$ cat src/rtl/data_cache.sv
// data_cache: direct-mapped, write-through, no-write-allocate cache
// with one-word lines and saturating load hit/miss counters.
// Ports: clk; rst (async, active-low).
//   cpu_req/cpu_we/cpu_addr/cpu_wdata in, cpu_rdata/cpu_stall out.
//   flush in (invalidate all lines, serviced in IDLE only).
//   mem_req/mem_we/mem_addr/mem_wdata out, mem_ready/mem_rdata in.
//   hit_cnt/miss_cnt out (16-bit load counters).
// SETS must be a power of two, at least 2.
module data_cache #(
    parameter int DATA_WIDTH = 32,
    parameter int SETS       = 16
) (
    input  logic                  clk,
    input  logic                  rst,
    input  logic                  cpu_req,
    input  logic                  cpu_we,
    input  logic [31:0]           cpu_addr,
    input  logic [DATA_WIDTH-1:0] cpu_wdata,
    output logic [DATA_WIDTH-1:0] cpu_rdata,
    output logic                  cpu_stall,
    input  logic                  flush,
    output logic                  mem_req,
    output logic                  mem_we,
    output logic [31:0]           mem_addr,
    output logic [DATA_WIDTH-1:0] mem_wdata,
    input  logic                  mem_ready,
    input  logic [DATA_WIDTH-1:0] mem_rdata,
    output logic [15:0]           hit_cnt,
    output logic [15:0]           miss_cnt
);

    localparam int IW = $clog2(SETS);
    localparam int TW = 30 - IW;

    typedef enum logic [1:0] {
        IDLE,
        FILL,
        WRITE,
        RESP
    } state_t;

    state_t                state;
    logic [SETS-1:0]       valid;
    logic [TW-1:0]         tags [SETS];
    logic [DATA_WIDTH-1:0] data [SETS];

    logic [IW-1:0] idx;
    logic [TW-1:0] tag;
    logic          hit;
    logic          addr_unused;

    assign idx = cpu_addr[IW+1:2];
    assign tag = cpu_addr[31:IW+2];
    assign hit = valid[idx] && (tags[idx] == tag);

    // byte offset does not select anything in a word cache
    assign addr_unused = ^cpu_addr[1:0];

    // Same read port serves IDLE hits and the RESP cycle after a fill,
    // since the fill writes the line at the FILL->RESP edge.
    assign cpu_rdata = data[idx];

    // Stall must be combinational in IDLE for 0-wait-state hits.
    always_comb begin
        cpu_stall = 1'b0;
        unique case (state)
            IDLE:  cpu_stall = flush ||
                               (cpu_req && (cpu_we || !hit));
            FILL:  cpu_stall = 1'b1;
            WRITE: cpu_stall = 1'b1;
            RESP:  cpu_stall = 1'b0;
            default: cpu_stall = 1'b1;
        endcase
    end

    always_ff @(posedge clk or negedge rst) begin
        if (!rst) begin
            state     <= IDLE;
            valid     <= '0;
            hit_cnt   <= '0;
            miss_cnt  <= '0;
            mem_req   <= 1'b0;
            mem_we    <= 1'b0;
            mem_addr  <= '0;
            mem_wdata <= '0;
        end else begin
            unique case (state)
                IDLE: begin
                    if (flush) begin
                        valid <= '0;
                    end else if (cpu_req) begin
                        // latched once; cpu_* are held while stalled
                        mem_addr  <= {cpu_addr[31:2], 2'b00};
                        mem_wdata <= cpu_wdata;
                        if (cpu_we) begin
                            state   <= WRITE;
                            mem_req <= 1'b1;
                            mem_we  <= 1'b1;
                        end else if (!hit) begin
                            state   <= FILL;
                            mem_req <= 1'b1;
                            mem_we  <= 1'b0;
                            if (miss_cnt != 16'hFFFF)
                                miss_cnt <= miss_cnt + 16'd1;
                        end else if (hit_cnt != 16'hFFFF) begin
                            hit_cnt <= hit_cnt + 16'd1;
                        end
                    end
                end
                FILL: begin
                    if (mem_ready) begin
                        valid[idx] <= 1'b1;
                        mem_req    <= 1'b0;
                        state      <= RESP;
                    end
                end
                WRITE: begin
                    if (mem_ready) begin
                        mem_req <= 1'b0;
                        mem_we  <= 1'b0;
                        state   <= RESP;
                    end
                end
                RESP: state <= IDLE;
                default: state <= IDLE;
            endcase
        end
    end

    // Data and tag arrays carry no reset; valid bits gate their use.
    always_ff @(posedge clk) begin
        if (state == FILL && mem_ready) begin
            data[idx] <= mem_rdata;
            tags[idx] <= tag;
        end else if (state == WRITE && mem_ready && hit) begin
            data[idx] <= cpu_wdata;
        end
    end

endmodule
$ cat config.mk
export PLATFORM = sky130hd
export DESIGN_NAME = data_cache
export DESIGN_NICKNAME = d
export VERILOG_FILES = /design/src/rtl/data_cache.sv
export SDC_FILE = /design/constraint.sdc
export NUM_CORES = 1
export LEC_CHECK = 0
export ABC_AREA = 1
export BUFFER_PORTS_ARGS = -buffer_cell sky130_fd_sc_hd__buf_2
export CORE_MARGIN = 8
export CORE_UTILIZATION = 40
export DETAILED_ROUTE_END_ITERATION = 12
export PLACE_DENSITY = 0.68
export SLEW_MARGIN = 20
export SYNTH_ARGS = -nofsm -noshare
export SYNTH_HDL_FRONTEND = slang
export SYNTH_SLANG_ARGS = --single-unit
$ cat constraint.sdc
create_clock -name clk -period 4.7 [get_ports clk]
set_input_delay 0.94 -clock clk [delete_from_list [all_inputs] [get_ports clk]]
set_output_delay 0.94 -clock clk [all_outputs]
set_load 0.02 [all_outputs]
Yosys cells after proc, flatten, opt, wreduce, memory -nomap -nowiden
Memories as Yosys holds them, arrays and structs flattened.
Cells that the tools add are included.
Word-level totals
  register bits: 114
  bits in writable memories: 928
  memories kept: 2
  word-level logic and storage cells: 84
Cells by class
  muxes and demuxes: 31
  order comparisons: 2
  bitwise gates (word level): 5
  add/subtract/negate cells: 2
  reduce and logical (&&, ||, !) cells: 21
  equality and inequality tests: 13
Memories
  data: words 16, bits a word 32, rd ports 1, clocked after Yosys merged registers in 0, write ports 1, RTL line 45  | logic [DATA_WIDTH-1:0] data [SETS];
  tags: words 16, bits a word 26, rd ports 1, clocked after Yosys merged registers in 0, write ports 1, RTL line 44  | logic [TW-1:0] tags [SETS];
Operators with widths (number)
  $add 16x1->16 const B: 2
  $mux 16: 2
  $mux 32: 1
  $ne 16x16->1 const B: 2
  $pmux 16 s2: 1
  $eq 26x26->1: 1
  $mux 1: 16
  $or 16x16->16: 1
  $reduce_and 6->1: 2
  $mux 2: 5
  $ne 2x2->1 const B: 5
  $reduce_and 5->1: 2
  $logic_and 1x1->1: 6
  $pmux 2 s3: 1
  $reduce_and 3->1: 2
  $reduce_bool 2->1: 3
  $lt 4x5->1 const B: 1
  $bmux 1 s4: 1
  $demux 1 s4: 1
  $eq 2x2->1 const B: 2
  $ge 4x1->1 const B: 1
  $pmux 1 s2: 2
  $reduce_and 4->1: 1
  $ne 3x3->1 const B: 1
  9 further kinds: 12

Longest topological paths before layout
Gate-level depths: netlist (run 1).
  depth after elaboration: 8
  gate-level depth with buffers: 22
  gate-level depth less buffers: 20

Worst setup path before layout (run 1)
Ideal clock, no wire load.
  kind: input to register
  start: input port cpu_addr[4]
  end: memory data[10][0] (enable)
  setup slack: 117 ps
  data arrival time: 4162 ps
  setup time: 421 ps
  buffers on the path: 2
  stages: 14
  path through: nand2_1 > clkinv_1 > clkbuf_1 > nand2_1 > nand2_1 > o21ai_1 > nand2_1 > nor2_1 > nand3_1 > nor2_1 > nand2_1 > o21a_1 > buf_2 > nor2_1
Between the ends
  cells in the longest elaborated chain, start to end: 8
Ends and longest elaborated chain
  from (decl): RTL line 17  | input logic [31:0] cpu_addr,
  $mem_v2 16x26 or $bmux 1 s4 (tied branches)
  $eq 26x26->1 or $mux 1 (tied branches): RTL line 54  | assign hit = valid[idx] && (tags[idx] == tag);
  $logic_and 1x1->1: RTL line 54
  $logic_and 1x1->1: RTL line 135  | end else if (state == WRITE && mem_ready && hit) begin
  $mux 1: RTL line 135
  $mux 1: RTL line 132  | if (state == FILL && mem_ready) begin
  $mux 1 (implied by the code): RTL line 136  | data[idx] <= cpu_wdata;
  $or 1x1->1 (no line)
  to (decl): RTL line 45
Parallel ways exist; a longest one is shown, timed or not. The select of a mux whose other input is x is not followed.

Final worst setup path (run 1)
  start: input port cpu_addr[3]
  end: output port cpu_stall
Between the ends
  cells in the longest elaborated chain, start to end: 8
Ends and longest elaborated chain
  $mem_v2 16x26 or $bmux 1 s4 (tied branches)
  $eq 26x26->1 or $mux 1 (tied branches): RTL line 54
  $logic_and 1x1->1 *: RTL line 54
  $logic_not 1->1 *
  $logic_or 1x1->1 *: RTL line 68  | (cpu_req && (cpu_we || !hit));
  $logic_and 1x1->1 *: RTL line 68
  $logic_or 1x1->1 *: RTL line 67  | IDLE: cpu_stall = flush ||
  $pmux 1 s3 *: RTL line 66  | unique case (state)
  to (decl): RTL line 20  | output logic cpu_stall,
Every way passes the cells marked *; elsewhere a longest branch is shown, timed or not. The select of a mux whose other input is x is not followed.

==> flow_metrics.py, run 1 <==
metrics = {
    "detailed_routing": {
        "dr_total_vias": 27933,
        "drc": 0,
        "detail_route.wirelength_um": 112000,
        "ant_nets": 0,
        "drt-pass1-iter-count": 6,
        "avgRoutedWirePerCell_um": 21.3,
        "drt_iter0_drc": 2856,
        "vias_per_cell": 5.30,
    },
    "global_routing": {
        "antenna_found_initial": 14,
        "grt_overflow": 0,
        "grt_pass1_vias": 27013,
        "grt_max_degree": 95,
        "grtUsageTotal": 0.187,
        "grt_pass1_wl_um": 167000,
    },
    "finish": {
        "finalNetCount": 3909,
        "area.sequential_um2": 30700,
        "multi_input_area_um2": 10200,
        "instances_no_fill": 5272,
        "syn_to_final_growth_pct": 19.5,
        "post-route-util": 0.482,
        "fillers": 8799,
        "drive_gt1_frac": 0.155,
    },
    "yosys": {
        "ys_warn_count": 0,
        "synth_area_per_cell_um2": 12.0,
        "synth_seq_cells": 1042,
        "yosysSeqAreaShare": 0.735,
        "yosysUniqueCellTypes": 34,
        "syn_area_um2": 41800,
        "netlist_instances": 3477,
    },
    "timing": {
        "clock.fmax_ghz": 0.218,
        "fin_crit_ns": 4.58,
        "fin_skew_ns": 0.0866,
        "setup_violations": 0,
        "final-hold-violation-count": 0,
        "period_share": 0.974,
        "slew_violations": 0,
        "tightest_slew_ns": 1.09,
        "relSlewSlack": 0.272,
    },
    "setup_path": {
        "path_max_fanout": 17,
        "worst-path-buf-inv": 6,
        "timing.rr.end": "data[8][15]",
        "max_stage_delay_ns": 0.28,
        "regToRegStartpoint": "tags[7][3]",
        "crit_top_cell": "nand2_1",
        "cp_data_arrival_time_ns": 3.64,
        "crit_required_ns": 3.76,
        "critPathCaptureType": "output port",
        "crit_chain": "clkbuf_4, buf_12, nand2_4, bufinv_16, clkbuf_16, nand2_1, nand2_1, o21ai_0, nand2_1, nor2_1, nand2_1, nand2_1, nor2_1, nand3_1, nor2_1, buf_4, nand3_1, a21oi_1, a21oi_1, buf_2",
        "reg2reg_setup_slack_ns": 1.47,
        "crit_type": "input pin to output port",
        "reg2regPathDepth": 18,
        "path_depth": 20,
        "cp-startpoint": "cpu_addr[3]",
        "critPathTopFamily": "buffers and inverters",
        "startpoint_type": "input pin",
        "slowest_stage": "nor2_1",
    },
    "run_status": {
        "status": "completed",
    },
    "floorplan": {
        "dieHeight_um": 339,
        "ios": 233,
        "die_w_um": 339,
        "rows": 118,
        "core_um2": 103000,
        "start_util": 0.404,
        "dieArea_um2": 115000,
    },
    "power": {
        "p_leak_nw": 18.9,
        "peakVddDrop_mv": 0.354,
        "power_density_nw_per_um2": 441,
    },
    "place": {
        "io_buffers": 228,
        "gp_congestion": 0.886,
        "dp.cells": 5074,
        "dp_hpwl_um": 65600,
    },
    "clocking": {
        "cts_buffers": 102,
        "cts_tree": "built",
        "root_buffer": "clkbuf_16",
        "clk_pin_slew_ns": 0.07,
        "cts.sinks": 1042,
        "clk_latency_ns": 0.72,
        "htreeDepth": 3,
        "clockBufferDepth": 3,
    },
    "job": {
        "maxCapViolCount": 0,
    },
    "hold_path": {
        "min_path_type": "input pin to async pin",
    },
}
cells in the final DEF (no fill, tap or decap), drive strengths merged, types with 2 or more instances in the layout:
cell,synthesis,layout
nand4,18,18
nor3,23,23
nor2,173,173
xor2,18,18
or4,32,32
nor4,4,4
nand3,70,70
bufinv,0,12
dfrtp,114,114
clkinvlp,0,16
conb,1,2
o21a,2,2
edfxtp,928,928
xnor2,7,7
a22oi,256,256
clkbuf,98,127
a21oi,165,165
ha,6,6
nand3b,2,2
diode,0,5
clkinv,4,38
buf,68,381
inv,121,126
nand2,1263,1263
o21ai,100,100
kinds of logic after synthesis:
family / Yosys count / share of synthesized area
AOI/OAI and AO/OA: 526 / 0.0786
xor gates and xnor gates: 25 / 0.00524
adders and majority gates: 6 / 0.00180
buffers and inverters: 291 / 0.0288
DFF: 1042 / 0.735
other: 1 / 0.0000898
and+or+nand+nor: 1586 / 0.150
repair_timing:
| action | 4_1_cts | 5_1_grt |
|---|---|---|
| hold buffers | 0 | 0 |
| setup endpoints to repair | 1 | 1 |
| resized for setup | 2 | 11 |
| setup buffers | 0 | 0 |
| cloned | 0 | 3 |
per-stage QoR:
step	setup slack (ns)	area, µm²	TNS, ns	total power [mW]	hold WS [ns]
final	0.121	49900	0	22.0	0.358
after global routing	-0.00599	49900	-0.00599	22.8	0.411
after CTS	0.0387	49800	0	22.1	0.357
after detailed placement	-0.0483	46300	-0.0483	13.9	0.454
after global placement	0.0197	46300	0	13.9	0.449
after floorplan	0.117	41800	0	12.6	0.457
power breakdown:
| group | internal, mW | switching (mW) |
|---|---|---|
| Combinational | 0.873 | 2.05 |
| Sequential | 10.6 | 0.243 |
| Clock | 4.69 | 3.56 |
how the worst max path moves through the flow:
stage	end	slack (ns)
2_1_floorplan	data[10][0]	0.12
3_3_place_gp	cpu_stall	0.02
3_5_place_dp	cpu_stall	-0.05
4_1_cts	cpu_stall	0.04
5_1_grt	cpu_stall	-0.006
6_report	cpu_stall	0.12
worst register-to-register path: stages, from the launching register on:
cell,delay (ns)
edfxtp_1,0.37
nand2_1,0.08
nand2_1,0.05
nand2_1,0.05
nand2_1,0.05
nand2_1,0.07
nand2_1,0.11
nor3_1,0.54
inv_1,0.09
nand2_1,0.08
nor2_1,0.04
nand2_1,0.06
nor2_1,0.04
nand2_1,0.24
nor2_1,0.10
nand2_1,0.16
buf_4,0.37
o21ai_1,0.15
nand2_1,0.35
registers in the layout, summed over array words and instances, names as in the netlist:
name and flops:
mem_we 1, tags 416, mem_req 1, data 512
mem_wdata 32, state 2, mem_addr 30, miss_cnt 16
hit_cnt 16, valid 16
cells in the mapped netlist, drive strengths merged:
master / count / area share
a21boi: 1 / 0.00018
a21oi: 165 / 0.020
a22oi: 256 / 0.046
a31oi: 1 / 0.00015
and2: 1 / 0.00015
buf: 68 / 0.0087
clkbuf: 98 / 0.0088
clkinv: 4 / 0.00036
conb: 1 / 0.000090
dfrtp: 114 / 0.068
edfxtp: 928 / 0.67
ha: 6 / 0.0018
inv: 121 / 0.011
nand2: 1263 / 0.11
nand3: 70 / 0.0084
nand3b: 2 / 0.00036
nand4: 18 / 0.0027
nor2: 173 / 0.016
nor3: 23 / 0.0028
nor4: 4 / 0.00060
o21a: 2 / 0.00036
o21ai: 100 / 0.012
o22ai: 1 / 0.00015
or4: 32 / 0.0058
xnor2: 7 / 0.0015
xor2: 18 / 0.0038
per-layer routing:
metal	wire length [µm]	vias to the layer above	GRT usage
li1	-	12893	-
met1	47400	13725	0.254
met2	53500	1112	0.307
met3	8000	193	0.0273
met4	3500	10	0.0617
met5	61	-	0
layout make-up:
type | count | share of cell area
timing repair inverter | 1 | 0.000175
antenna | 5 | 0.000251
tap | 1380 | 0.0346
clock buffer | 124 | 0.0532
inverter | 125 | 0.0102
timing repair buffer | 384 | 0.0662
clock inverter | 66 | 0.0161
sequential | 1042 | 0.615
multi-input combinational | 2145 | 0.204
Power figures use the tool's default switching activity.
==> run 2: changes to the inputs <==
CTS_BUF_LIST = sky130_fd_sc_hd__clkbuf_8   (was unset)
==> run 2 against run 1 <==
Net effect: core utilization decreased by 0.20 points; highest routed layer unchanged; cell area down 0.42%; fmax rose by 1.1%; final cell count rose by 2.1%; sequential share of layout area rose by 0.26 points; critical endpoint unchanged; via count grew 1.2%; hold slack worse by 0.15 ns; first-iteration DRC count increased by 3.5%; global-route usage up 0.16 points; total power shrank 3.2%; largest power group unchanged; clock skew shrank 0.026 ns.
==> flow_metrics.py, run 2 (synthesis results as in run 1) <==
metrics = {
    "floorplan": {
        "dieHeight_um": 339,
        "core_um2": 103000,
        "rows": 118,
        "ios": 233,
        "dieArea_um2": 115000,
        "start_util": 0.404,
        "die_w_um": 339,
    },
    "detailed_routing": {
        "dr_total_vias": 28256,
        "drc": 0,
        "drt-pass1-iter-count": 9,
        "vias_per_cell": 5.25,
        "avgRoutedWirePerCell_um": 21.0,
        "detail_route.wirelength_um": 113000,
        "ant_nets": 0,
        "drt_iter0_drc": 2955,
    },
    "setup_path": {
        "crit_type": "input pin to output port",
        "cp-startpoint": "cpu_addr[3]",
        "path_max_fanout": 17,
        "regToRegStartpoint": "tags[7][7]",
        "critPathCapture": "cpu_stall",
        "reg2regPathDepth": 18,
        "critPathCaptureType": "output port",
        "cp_data_arrival_time_ns": 3.59,
        "reg2reg_setup_slack_ns": 1.47,
        "startpoint_type": "input pin",
        "timing.rr.end": "data[7][15]",
        "crit_required_ns": 3.76,
    },
    "timing": {
        "clock.fmax_ghz": 0.221,
        "slew_violations": 0,
        "period_share": 0.964,
        "tightest_slew_ns": 1.10,
        "layout_setup_ws_ns": 0.171,
        "grt_setup_unrepaired": "false",
        "fin_skew_ns": 0.0608,
        "fin_crit_ns": 4.53,
        "final-hold-violation-count": 0,
        "relSlewSlack": 0.264,
        "fin_tns_setup_ns": 0,
        "setup_violations": 0,
    },
    "hold_path": {
        "min_path_type": "input pin to async pin",
    },
    "global_routing": {
        "grt_pass1_wl_um": 167000,
        "grt_max_degree": 95,
        "grtUsageTotal": 0.188,
        "antenna_found_initial": 16,
        "grt_overflow": 0,
        "grt_pass1_vias": 27299,
    },
    "finish": {
        "drive_gt1_frac": 0.169,
        "postLayoutCellArea_um2": 49700,
        "reg_top3": "data x512, tags x416, mem_wdata x32",
        "layout_commonest_cell": "nand2_1",
        "largest_reg_flops": 512,
        "layout_common_cells": "nand2_1, edfxtp_1, a22oi_1, buf_2, clkbuf_8",
        "syn_to_final_growth_pct": 19.0,
        "finalNetCount": 3970,
        "top_register": "data",
    },
    "place": {
        "place_area_um2": 46300,
        "dpl_worst_slack_ns": -0.0483,
        "gp_congestion": 0.886,
        "io_buffers": 228,
        "dp_hpwl_um": 65600,
    },
    "power": {
        "power_density_nw_per_um2": 428,
        "comb_power_share": 0.137,
        "intPower_mw": 15.4,
        "finalPower_mw": 21.3,
        "p_sw_frac": 0.278,
        "p_leak_nw": 19.1,
        "clock_power_share": 0.355,
        "peakVddDrop_mv": 0.261,
        "p_seq_frac": 0.508,
        "p_switching_mw": 5.92,
    },
    "clocking": {
        "cts.sinks": 1042,
        "clk_latency_ns": 0.85,
        "htreeDepth": 4,
        "cts_buffers": 162,
        "cts_hold_buf": 0,
        "clockBufferDepth": 3,
        "root_buffer": "clkbuf_8",
        "cts_tree": "built",
        "clk_pin_slew_ns": 0.06,
    },
    "job": {
        "maxCapViolCount": 0,
    },
    "run_status": {
        "status": "completed",
    },
}
-- run 2: cell count changes in the layout (fill, tap and decap cells not counted), moves of 4 or more --
cell / delta
clkinvlp_4: -11
clkbuf_8: +168
clkinv_1: +18
inv_1: +40
inv_12: +4
clkinv_16: -6
clkbuf_1: -20
clkbuf_16: -102
inv_8: +4
clkinv_2: +15
-- run 2: worst max-delay path, cell delays in order --
cell	delay, ns
clkbuf_4	0.19
buf_12	0.19
nand2_4	0.18
inv_16	0.08
clkbuf_16	0.20
nand2_1	0.07
nand2_1	0.04
o21ai_0	0.19
nand2_1	0.13
nor2_1	0.29
nand2_1	0.16
nand2_1	0.10
nor2_1	0.04
nand3_1	0.06
nor2_1	0.06
buf_4	0.15
nand3_1	0.09
a21oi_1	0.08
a21oi_1	0.11
buf_2	0.20
-- run 2: final cells by class --
type	instances	area, µm²
antenna	6	15.0
clock buffer	170	2340
clock inverter	129	901
fill	8886	53800
inverter	125	500
multi-input combinational	2145	10200
sequential	1042	30700
tap	1380	1730
timing repair buffer	385	3320
timing repair inverter	1	8.76
-- run 2: repair_timing --
item                       in CTS  in global routing
gates cloned                    0                  3
setup endpoints to repair       1                  1
setup buffers                   0                  1
pin swaps                       0                  1
resized for setup               2                 14
-- run 2: layer usage --
| metal | track usage | part of all wire |
|---|---|---|
| met1 | 0.254 | 0.42 |
| met2 | 0.305 | 0.47 |
| met3 | 0.0355 | 0.078 |
| met4 | 0.0660 | 0.032 |
| met5 | 0 | 0.00054 |
-- run 2: worst min path at each step --
stage / startpoint / to / slack [ns] / depth (start not counted)
2_1_floorplan: valid[11] / valid[11] / 0.46 / 2
3_3_place_gp: mem_wdata[21] / mem_wdata[21] / 0.45 / 2
3_5_place_dp: mem_wdata[0] / mem_wdata[0] / 0.45 / 2
4_1_cts: rst / hit_cnt[7] / 0.18 / 1
5_1_grt: rst / hit_cnt[7] / 0.24 / 1
6_report: rst / hit_cnt[7] / 0.21 / 1
-- run 2: power by group through the flow --
stage / sequential [mW] / clock [mW] / combinational [mW]
final: 10.8 / 7.56 / 2.92
after global placement: 11.0 / 0 / 2.87
after detailed placement: 11.0 / 0 / 2.91
after CTS: 10.8 / 7.69 / 2.92
after global routing: 10.9 / 8.08 / 3.20
after floorplan: 11.4 / 0 / 1.27
-- run 2: per-stage QoR --
step | hold WS (ns) | util | instances
global route | 0.239 | 0.480 | 5380
floorplan | 0.457 | - | 3478
finish | 0.207 | 0.480 | 5383
global placement | 0.449 | 0.448 | 5074
CTS | 0.184 | 0.479 | 5373
detailed placement | 0.454 | 0.448 | 5074
